<file path="src/rtl/pulse_event_arbiter.sv">
// pulse_event_arbiter
// Shares one registered valid/ready event channel between NUM_REQ pulse
// sources. Each source has a saturating pending counter so bursts are held
// while the channel is busy; a round-robin scheduler picks the next source
// whenever the output slot is free.
module pulse_event_arbiter #(
  parameter int NUM_REQ = 4,
  parameter int ID_W    = 2,
  parameter int CNT_W   = 3
) (
  input  logic                     clk,
  input  logic                     rst,
  input  logic                     enable,
  input  logic [NUM_REQ-1:0]       req_pulse,
  output logic                     out_valid,
  output logic [ID_W-1:0]          out_id,
  input  logic                     out_ready,
  output logic [NUM_REQ*CNT_W-1:0] pending_cnt,
  output logic [NUM_REQ-1:0]       overflow,
  input  logic [NUM_REQ-1:0]       ovf_clr,
  output logic                     busy
);

  localparam logic [CNT_W-1:0] CNT_MAX = '1;

  logic [CNT_W-1:0]   cnt [NUM_REQ];
  logic [ID_W-1:0]    last_grant;

  logic               slot_free;
  logic               found;
  logic               load;
  logic [ID_W-1:0]    winner;
  logic [NUM_REQ-1:0] dec_vec;
  logic [NUM_REQ-1:0] drop_vec;
  logic               any_pending;

  // Round-robin search starting just after the last granted requester.
  always_comb begin
    int idx;
    // NOTE: every signal driven here gets a default first, so no path leaves
    // it unassigned and no latch is inferred.
    idx    = 0;
    found  = 1'b0;
    winner = '0;
    for (int k = 1; k <= NUM_REQ; k++) begin
      idx = (int'(last_grant) + k) % NUM_REQ;
      if (!found && cnt[idx] != '0) begin
        found  = 1'b1;
        winner = ID_W'(idx);
      end
    end
  end

  // Slot is free when empty or being accepted this cycle; load the winner then.
  always_comb begin
    slot_free = !out_valid || out_ready;
    load      = slot_free && enable && found;
    for (int i = 0; i < NUM_REQ; i++) begin
      dec_vec[i]  = load && (winner == ID_W'(i));
      // A pulse into a full counter is lost unless the same cycle drains one.
      drop_vec[i] = req_pulse[i] && !dec_vec[i] && (cnt[i] == CNT_MAX);
    end
  end

  // Flatten counters onto the status port and derive busy.
  always_comb begin
    pending_cnt = '0;
    any_pending = 1'b0;
    for (int i = 0; i < NUM_REQ; i++) begin
      pending_cnt[i*CNT_W +: CNT_W] = cnt[i];
      any_pending = any_pending | (cnt[i] != '0);
    end
    busy = out_valid || any_pending;
  end

  // Output slot and round-robin pointer.
  always_ff @(posedge clk) begin
    // NOTE: sequential state uses non-blocking assignments only, so every
    // register samples pre-edge values regardless of statement order.
    if (rst) begin
      out_valid  <= 1'b0;
      out_id     <= '0;
      last_grant <= ID_W'(NUM_REQ - 1);
    end else if (slot_free) begin
      out_valid <= load;
      if (load) begin
        out_id     <= winner;
        last_grant <= winner;
      end
    end
  end

  // Saturating pending counters and sticky overflow flags.
  always_ff @(posedge clk) begin
    // NOTE: the counter array is a handful of flops, not RAM, so it is reset
    // along with everything else; a reset discards all pending events.
    if (rst) begin
      for (int i = 0; i < NUM_REQ; i++) cnt[i] <= '0;
      overflow <= '0;
    end else begin
      for (int i = 0; i < NUM_REQ; i++) begin
        if (req_pulse[i] && !dec_vec[i]) begin
          if (cnt[i] != CNT_MAX) cnt[i] <= cnt[i] + 1'b1;
        end else if (!req_pulse[i] && dec_vec[i]) begin
          cnt[i] <= cnt[i] - 1'b1;
        end
        // Set beats clear when both land in the same cycle.
        if (drop_vec[i])     overflow[i] <= 1'b1;
        else if (ovf_clr[i]) overflow[i] <= 1'b0;
      end
    end
  end

endmodule

</file>
<file path="config.mk">
export PLATFORM = sky130hd
export DESIGN_NAME = pulse_event_arbiter
export DESIGN_NICKNAME = d
export VERILOG_FILES = /design/src/rtl/pulse_event_arbiter.sv
export SDC_FILE = /design/constraint.sdc
export NUM_CORES = 1
export LEC_CHECK = 0
export BUFFER_PORTS_ARGS = -buffer_cell sky130_fd_sc_hd__buf_4
export CORE_MARGIN = 8
export CORE_UTILIZATION = 59
export CTS_CLUSTER_SIZE = 30
export DETAILED_ROUTE_END_ITERATION = 8
export GPL_TIMING_DRIVEN = 1
export PLACE_DENSITY = 0.84
export SETUP_SLACK_MARGIN = 0.3
export SLEW_MARGIN = 20
export SYNTH_ARGS = -nofsm -noshare
export SYNTH_HDL_FRONTEND = slang
export SYNTH_SLANG_ARGS = --single-unit
</file>
<file path="constraint.sdc">
create_clock -name clk -period 6.1 [get_ports clk]
set_input_delay 1.22 -clock clk [delete_from_list [all_inputs] [get_ports clk]]
set_output_delay 1.22 -clock clk [all_outputs]
set_load 0.01 [all_outputs]
</file>
==> results.sh, run 1 <==
export IMPL_status="finished clean"
export IMPL_gp_congestion=0.8583
export IMPL_path_cells="nor3_1 -> mux4_2 -> a211oi_4 -> or4_1 -> or3_1 -> nand2b_1 -> fa_1 -> nor3b_1 -> o211ai_1 -> a21oi_1"
export IMPL_hold_violations=0
export IMPL_io_buf_count=31
export IMPL_setup_viol=0
export IMPL_p_leak_nw=0.7055
export IMPL_placeableCoreArea_mm2=0.002686
export IMPL_clk_insertion_delay_late_ns=0.33
export IMPL_multiInputGateArea_um2=964.7
export IMPL_critPathSlowestCell="sky130_fd_sc_hd__or4_1"
export IMPL_worst_slew_pin_slew_ns=0.6911
export IMPL_first_global_vias=1395
export IMPL_cts_inserted_buffers=3
export IMPL_synth_enable_flop_cells=12
export IMPL_mapped_area_mm2=0.001615
export IMPL_finClkSkew_ns=0.005236
export IMPL_worst_ep_arrival_time_ns=3.95
export IMPL_detail_route_antenna_nets=0
export IMPL_htreeDepth=1
export IMPL_initial_core_util_pct=60.13
export IMPL_layout_worst_path_cycle_share_pct=63.20
export IMPL_totalNegativeSetupSlack_ns=0
export IMPL_cts_repair_timing_setup_buffer_count=0
export IMPL_required_ns=6.20
export IMPL_vdd_ir_drop_max_mv=0.3290
export IMPL_regArea_um2=580.6
export IMPL_synth_area_per_cell_um2=9.790
export IMPL_cell_variety_after_synth=47
export IMPL_detail_route_vias_per_cell=6.460
export IMPL_num_fill_cells=220
export IMPL_synth_ff_latch_count=23
export IMPL_initialDrtViolationCount=123
export IMPL_clock_fmax_mhz=259.4
export IMPL_grt_pass1_wl_mm=6.575
export IMPL_ys_dominant_reg_cell="sky130_fd_sc_hd__edfxtp_1"
export IMPL_track_usage_pct=18.53
export IMPL_cts_resized=0
export IMPL_power_per_cell_area_mw_per_mm2=451.1
export IMPL_min_delay_path_class="flop to flop"
export IMPL_cap_violations=0
export IMPL_setup_worst_path_end_class="flop"
export IMPL_num_nets_final=213
export IMPL_setup_repair_after_global_routing_missed_its_margin="no"
export IMPL_growth_of_design_area_from_synthesis_to_finish_pct=16.73
export IMPL_cts_max_path_buffers=2
export IMPL_placed_cells_incl_taps=220
export IMPL_instances_no_fill=224
export IMPL_synth_warning_count=0
export IMPL_clk_root_buffer_cell="sky130_fd_sc_hd__clkbuf_4"
export IMPL_detailedPlacementHpwl_mm=3.028
export IMPL_clock_tree_from_tritoncts="built"
export IMPL_die_area_mm2=0.004668
export IMPL_drcViolationCount=0
export IMPL_die_x_um=68.33
export IMPL_chip_height_um=68.33
export IMPL_drt_wl_total_mm=3.975
export IMPL_yosys_top_cells_area="sky130_fd_sc_hd__edfxtp_1 (22%), sky130_fd_sc_hd__dfxtp_1 (14%), sky130_fd_sc_hd__fa_1 (3.7%)"
export IMPL_drt_pre_antenna_iters=5
export IMPL_seq_area_frac_synth_pct=35.94
export IMPL_num_io_pins=32
export IMPL_global_route_overflow=0
export IMPL_layout_drive_gt1_share_pct=27.46
export IMPL_clk_pin_slew_ns=0.13
export IMPL_routed_wire_length_per_instance_um=17.75
export IMPL_yosys_area_top_type="sky130_fd_sc_hd__edfxtp_1"
export IMPL_synth_net_count=184
export IMPL_cts_sink_count=23
export IMPL_dr_total_vias=1447
export IMPL_async_flop_share_pct=0
export IMPL_cp_slowest_stage_delay_ns=0.62
export IMPL_grt_start_max_net_pins=22
export IMPL_shortest_period_the_worst_path_allows_ns=3.855
export IMPL_netlist_top_cells_count="sky130_fd_sc_hd__edfxtp_1 (12), sky130_fd_sc_hd__nand2_1 (12), sky130_fd_sc_hd__a21oi_1 (11), sky130_fd_sc_hd__dfxtp_1 (11), sky130_fd_sc_hd__inv_1 (11)"
export IMPL_maxSlewHeadroom_pct=53.32
export IMPL_syn_instance_count=165
export IMPL_ctsHoldBuffers=0
export IMPL_cp_max_fo=9
export IMPL_antenna_diode_count=0
export IMPL_crit_type="flop to flop"
export IMPL_critical_path_startpoint_type="flop"
export IMPL_slew_violations=0
export IMPL_netlist_area_leader_share_pct=22.31
export IMPL_row_count=19
export IMPL_antenna_found_initial=0
==> worst paths after layout <==
| path | from | endpoint | slack (ns) | depth (start not counted) |
|---|---|---|---|---|
| worst max register to register | cnt[0][2] | cnt[1][2] | 2.24 | 10 |
| worst min register to register | overflow[3] | overflow[3] | 0.49 | 2 |
| worst min-delay path | overflow[3] | overflow[3] | 0.49 | 2 |
| worst max-delay path | cnt[0][2] | cnt[1][2] | 2.24 | 10 |
==> state kept, by name (all words and copies together), names as in the netlist, named ones only <==
register,cells
cnt,12
overflow,4
out_id,2
out_valid,1
last_grant,2
==> power breakdown <==
group / internal (mW) / switching [mW] / total (mW)
Combinational: 0.206 / 0.275 / 0.481
Clock: 0.0247 / 0.0501 / 0.0748
Sequential: 0.219 / 0.0757 / 0.295
Total: 0.450 / 0.401 / 0.850
==> through the flow <==
stage	setup slack (ns)	power (mW)	instance area, um2	util (%)	hold WS [ns]
global route	2.127	0.9131	1886	70.19	0.5120
floorplan	2.436	0.6296	1615	-	0.4892
detailed placement	2.176	0.7746	1858	69.17	0.4630
CTS	2.280	0.8517	1886	70.19	0.4887
global placement	2.282	0.7559	1858	69.17	0.4570
finish	2.245	0.8505	1886	70.19	0.4862
==> final cells by class <==
class / instances / share of cell area (%)
Multi-Input combinational cell: 124 / 51.16
Sequential cell: 23 / 30.79
Timing Repair Buffer: 31 / 12.34
Inverter: 11 / 2.190
Tap cell: 31 / 2.057
Clock buffer: 3 / 1.194
Clock inverter: 1 / 0.2654
==> worst max-delay path, delay by kind of cell, from the launching register on <==
family / cells / cell delay (ns)
muxes: 1 / 0.37
AOI/OAI and AO/OA: 3 / 0.33
DFF: 1 / 0.54
and+or+nand+nor: 5 / 1.93
adders and majority gates: 1 / 0.45
==> cell usage in the layout (no fill, tap or decap), drive strengths merged, types with 2 or more instances in the layout <==
cell type / instances
buf: 31
nand2: 12
edfxtp: 12
inv: 11
a21oi: 11
dfxtp: 11
nand3: 9
o211ai: 9
a211oi: 9
or3: 8
nand2b: 6
nor3: 6
nor2: 5
o21ai: 5
ha: 4
o32ai: 4
nor4: 3
nand4: 3
nor3b: 3
fa: 3
clkbuf: 3
mux4: 2
or2: 2
o22ai: 2
xnor2: 2
o2111a: 2
==> per-layer routing <==
layer | global-route usage [%] | up-vias | share of wire, %
li1 | - | 698 | -
met1 | 22.82 | 694 | 43
met2 | 31.07 | 52 | 51
met3 | 3.928 | 3 | 5.1
met4 | 6.905 | 0 | 1.2
met5 | 0 | - | 0
==> logic make-up after synthesis <==
logic type,Yosys count,synth area share [%]
and+or+nand+nor,63,23.08
AOI/OAI and AO/OA,49,25.33
DFF,23,35.94
buffers and inverters,18,4.338
adders and majority gates,7,6.817
muxes,3,3.408
xor gates and xnor gates,2,1.085
(Power assumes the default switching activity.)
==> run 2, diff against run 1 <==
--- a/config.mk
+++ b/config.mk
@@ -5,13 +5,14 @@
 export SDC_FILE = /design/constraint.sdc
 export NUM_CORES = 1
 export LEC_CHECK = 0
+export ABC_AREA = 1
 export BUFFER_PORTS_ARGS = -buffer_cell sky130_fd_sc_hd__buf_4
 export CORE_MARGIN = 8
-export CORE_UTILIZATION = 59
+export CORE_UTILIZATION = 51
 export CTS_CLUSTER_SIZE = 30
 export DETAILED_ROUTE_END_ITERATION = 8
 export GPL_TIMING_DRIVEN = 1
-export PLACE_DENSITY = 0.84
+export PLACE_DENSITY = 0.76
 export SETUP_SLACK_MARGIN = 0.3
 export SLEW_MARGIN = 20
 export SYNTH_ARGS = -nofsm -noshare
==> constraint.sdc (replaced) <==
create_clock -name clk -period 3.1 [get_ports clk]
set_input_delay 0.62 -clock clk [delete_from_list [all_inputs] [get_ports clk]]
set_output_delay 0.62 -clock clk [all_outputs]
set_load 0.01 [all_outputs]
==> run 2 against run 1 <==
Net effect:
- clock-buffer cell count is 1 higher
- critical path type unchanged
- wire length shrank 1.1%
- utilization fell by 3.9 points
- sequential share of layout area down 4.7 points
==> results.sh, run 2 <==
export IMPL_status="finished clean"
export IMPL_die_area_mm2=0.005666
export IMPL_synth_ff_latch_count=23
export IMPL_netlist_area_leader_share_pct=20.11
export IMPL_p_leak_nw=1.077
export IMPL_clock_fmax_mhz=377.3
export IMPL_mapped_area_mm2=0.001792
export IMPL_final_critical_path_setup_slack_ns=0.4494
export IMPL_worst_slew_pin_slew_ns=0.4076
export IMPL_clock_tree_from_tritoncts="built"
export IMPL_setup_worst_path_end_class="flop"
export IMPL_largest_register_ffs=12
export IMPL_growth_of_design_area_from_synthesis_to_finish_pct=24.44
export IMPL_dr_total_vias=1566
export IMPL_antenna_found_initial=0
export IMPL_placeableCoreArea_mm2=0.003363
export IMPL_clk_root_buffer_cell="sky130_fd_sc_hd__clkbuf_4"
export IMPL_hold_depth=2
export IMPL_hold_violations=0
export IMPL_min_delay_path_class="flop to flop"
export IMPL_slew_violations=0
export IMPL_clk_insertion_delay_late_ns=0.31
export IMPL_biggestRegsByFlops="cnt (12), overflow (4)"
export IMPL_synth_net_count=242
export IMPL_die_x_um=75.27
export IMPL_htreeDepth=1
export IMPL_setup_viol=0
export IMPL_maxSlewHeadroom_pct=72.79
export IMPL_pwr_share_clk_pct=9.1
export IMPL_grt_start_max_net_pins=15
export IMPL_antenna_diode_count=0
export IMPL_num_io_pins=32
export IMPL_reg2reg_setup_slack_ns=0.45
export IMPL_grt_pass1_wl_mm=6.479
export IMPL_instances_no_fill=314
export IMPL_vdd_ir_drop_max_mv=0.3046
export IMPL_setup_repair_after_global_routing_missed_its_margin="no"
export IMPL_pre_cts_slack_ns=0.2809
export IMPL_chip_height_um=75.27
export IMPL_initialDrtViolationCount=83
export IMPL_cts_sink_count=23
export IMPL_final_common_cell="sky130_fd_sc_hd__buf_4"
export IMPL_yosys_top_cells_area="sky130_fd_sc_hd__edfxtp_1 (20%), sky130_fd_sc_hd__dfxtp_1 (12%), sky130_fd_sc_hd__nand2_1 (8.0%)"
export IMPL_timing_hold_ws_ns=0.4789
export IMPL_track_usage_pct=14.76
export IMPL_critical_path_startpoint_type="flop"
export IMPL_rr_startpoint="cnt[3][1]"
export IMPL_power_share_switching_pct=47.32
export IMPL_drcViolationCount=0
export IMPL_capture_point_of_the_worst_reg_to_reg_path="cnt[1][2]"
export IMPL_internal_power_uw=820.9
export IMPL_cell_variety_after_synth=34
export IMPL_detail_route_antenna_nets=0
export IMPL_initial_core_util_pct=53.27
export IMPL_p_seq_share_pct=30.5
export IMPL_row_count=21
export IMPL_netlist_top_cells_count="sky130_fd_sc_hd__nand2_1 (38), sky130_fd_sc_hd__inv_1 (33), sky130_fd_sc_hd__nand3_1 (21)"
export IMPL_worst_setup_path_startpoint="cnt[3][1]"
export IMPL_syn_instance_count=223
export IMPL_ctsHoldBuffers=0
export IMPL_cts_max_path_buffers=2
export IMPL_r2r_worst_path_cells=14
export IMPL_comb_power_share_pct=60.3
export IMPL_worst_ep_arrival_time_ns=2.73
export IMPL_layout_worst_path_cycle_share_pct=85.50
export IMPL_ys_dominant_reg_cell="sky130_fd_sc_hd__edfxtp_1"
export IMPL_num_fill_cells=306
export IMPL_num_nets_final=288
export IMPL_crit_type="flop to flop"
export IMPL_routed_wire_length_per_instance_um=12.52
export IMPL_async_flop_share_pct=0
export IMPL_first_global_vias=1461
export IMPL_worstSetupEndpoint="cnt[1][2]"
export IMPL_synth_area_per_cell_um2=8.035
export IMPL_placed_cells_incl_taps=297
export IMPL_detailedPlacementHpwl_mm=3.153
export IMPL_power_per_cell_area_mw_per_mm2=698.9
export IMPL_required_ns=3.18
export IMPL_total_switching_power_uw=737.4
export IMPL_drt_pre_antenna_iters=4
export IMPL_detail_route_vias_per_cell=4.987
export IMPL_registers_top_by_ff_count="cnt"
export IMPL_cp_max_fo=6
export IMPL_drt_wl_total_mm=3.932
export IMPL_shortest_period_the_worst_path_allows_ns=2.651
export IMPL_clk_pin_slew_ns=0.13
export IMPL_seq_area_frac_synth_pct=32.40
export IMPL_layout_drive_gt1_share_pct=41.42
export IMPL_cts_inserted_buffers=3
export IMPL_cap_violations=0
export IMPL_gp_congestion=0.9155
export IMPL_yosys_area_top_type="sky130_fd_sc_hd__edfxtp_1"
export IMPL_synth_warning_count=0
export IMPL_global_route_overflow=0
export IMPL_count_leader_synth="sky130_fd_sc_hd__nand2_1"
export IMPL_io_buf_count=31
export IMPL_synth_enable_flop_cells=12
export IMPL_totalNegativeSetupSlack_ns=0
export IMPL_finClkSkew_ns=0.005651
export IMPL_layout_common_cells="sky130_fd_sc_hd__buf_4 (44), sky130_fd_sc_hd__nand2_1 (37), sky130_fd_sc_hd__inv_1 (32)"
run 2: changes by cell type after synthesis, moves of 6 or more:
| cell | previous run | this run |
|---|---|---|
| sky130_fd_sc_hd__nand2b_1 | 6 | 0 |
| sky130_fd_sc_hd__nand2_2 | 0 | 20 |
| sky130_fd_sc_hd__nand2_4 | 0 | 7 |
| sky130_fd_sc_hd__inv_1 | 11 | 33 |
| sky130_fd_sc_hd__nor2_4 | 0 | 7 |
| sky130_fd_sc_hd__nand3_1 | 9 | 21 |
| sky130_fd_sc_hd__o211ai_1 | 8 | 1 |
| sky130_fd_sc_hd__nand2_1 | 12 | 38 |
run 2: repair_timing:
| action | in CTS | in global routing |
|---|---|---|
| setup buffers | 0 | 13 |
| pin swaps | 0 | 3 |
| gates resized for setup | 1 | 12 |
| setup endpoints to repair | 1 | 3 |
run 2: cells by family after synthesis:
family          after synthesis  share of synthesized area (%)
compound gates               18                          5.168
xor+xnor                      4                          1.955
fa+ha+maj                     7                          6.145
buf+inv                      41                          9.497
flops                        23                          32.40
mux                           2                          1.117
simple gates                128                          43.72
run 2: per-stage QoR:
step	power, mW	util (%)	cell area (um2)
after floorplan	1.116	-	1792
after global placement	1.311	61.31	2062
after detailed placement	1.320	61.31	2062
after CTS	1.463	62.17	2091
after global routing	1.681	66.29	2230
final	1.558	66.29	2230
run 2: power by group through the flow:
| stage | Sequential (mW) | Clock, mW | Combinational, mW |
|---|---|---|---|
| floorplan | 0.477 | 0 | 0.640 |
| global placement | 0.481 | 0 | 0.830 |
| detailed placement | 0.482 | 0 | 0.838 |
| CTS | 0.476 | 0.147 | 0.841 |
| global route | 0.485 | 0.152 | 1.04 |
| finish | 0.476 | 0.142 | 0.940 |
run 2: critical path, cell delays in order (launching register included):
cell and delay [ns]:
sky130_fd_sc_hd__edfxtp_1 0.48, sky130_fd_sc_hd__buf_4 0.17, sky130_fd_sc_hd__nand2_2 0.06, sky130_fd_sc_hd__nand2_2 0.05
sky130_fd_sc_hd__nor2_4 0.13, sky130_fd_sc_hd__nand2_2 0.07, sky130_fd_sc_hd__nand2_4 0.10, sky130_fd_sc_hd__nand4_2 0.15
sky130_fd_sc_hd__nand2_2 0.11, sky130_fd_sc_hd__nand2_4 0.09, sky130_fd_sc_hd__nor2_4 0.18, sky130_fd_sc_hd__nand3_2 0.13
sky130_fd_sc_hd__fa_1 0.40, sky130_fd_sc_hd__xor2_1 0.16, sky130_fd_sc_hd__mux2i_1 0.12
run 2: worst min path at each step:
| stage | startpoint | end | slack, ns |
|---|---|---|---|
| 6_report | overflow[3] | overflow[3] | 0.48 |
| 2_1_floorplan | overflow[0] | overflow[0] | 0.49 |
| 3_5_place_dp | out_id[1] | out_id[1] | 0.46 |
| 5_1_grt | out_id[1] | out_id[1] | 0.51 |
| 4_1_cts | overflow[1] | overflow[1] | 0.48 |
| 3_3_place_gp | overflow[2] | overflow[2] | 0.46 |
run 2: final cells by class:
class	count	area, um2	share of cell area [%]
Multi-Input combinational cell	159	1084	48.60
Clock buffer	4	26.28	1.178
Tap cell	46	57.56	2.581
Inverter	38	150.1	6.734
Timing Repair Buffer	44	330.3	14.81
Sequential cell	23	581.8	26.09
run 2: layer usage:
layer | routed length (um) | track usage (%) | part of all wire (%)
met5 | 0 | 0 | 0
met2 | 1835 | 22.07 | 47
met1 | 1851 | 19.73 | 47
met3 | 160 | 2.663 | 4.1
met4 | 85 | 7.463 | 2.2
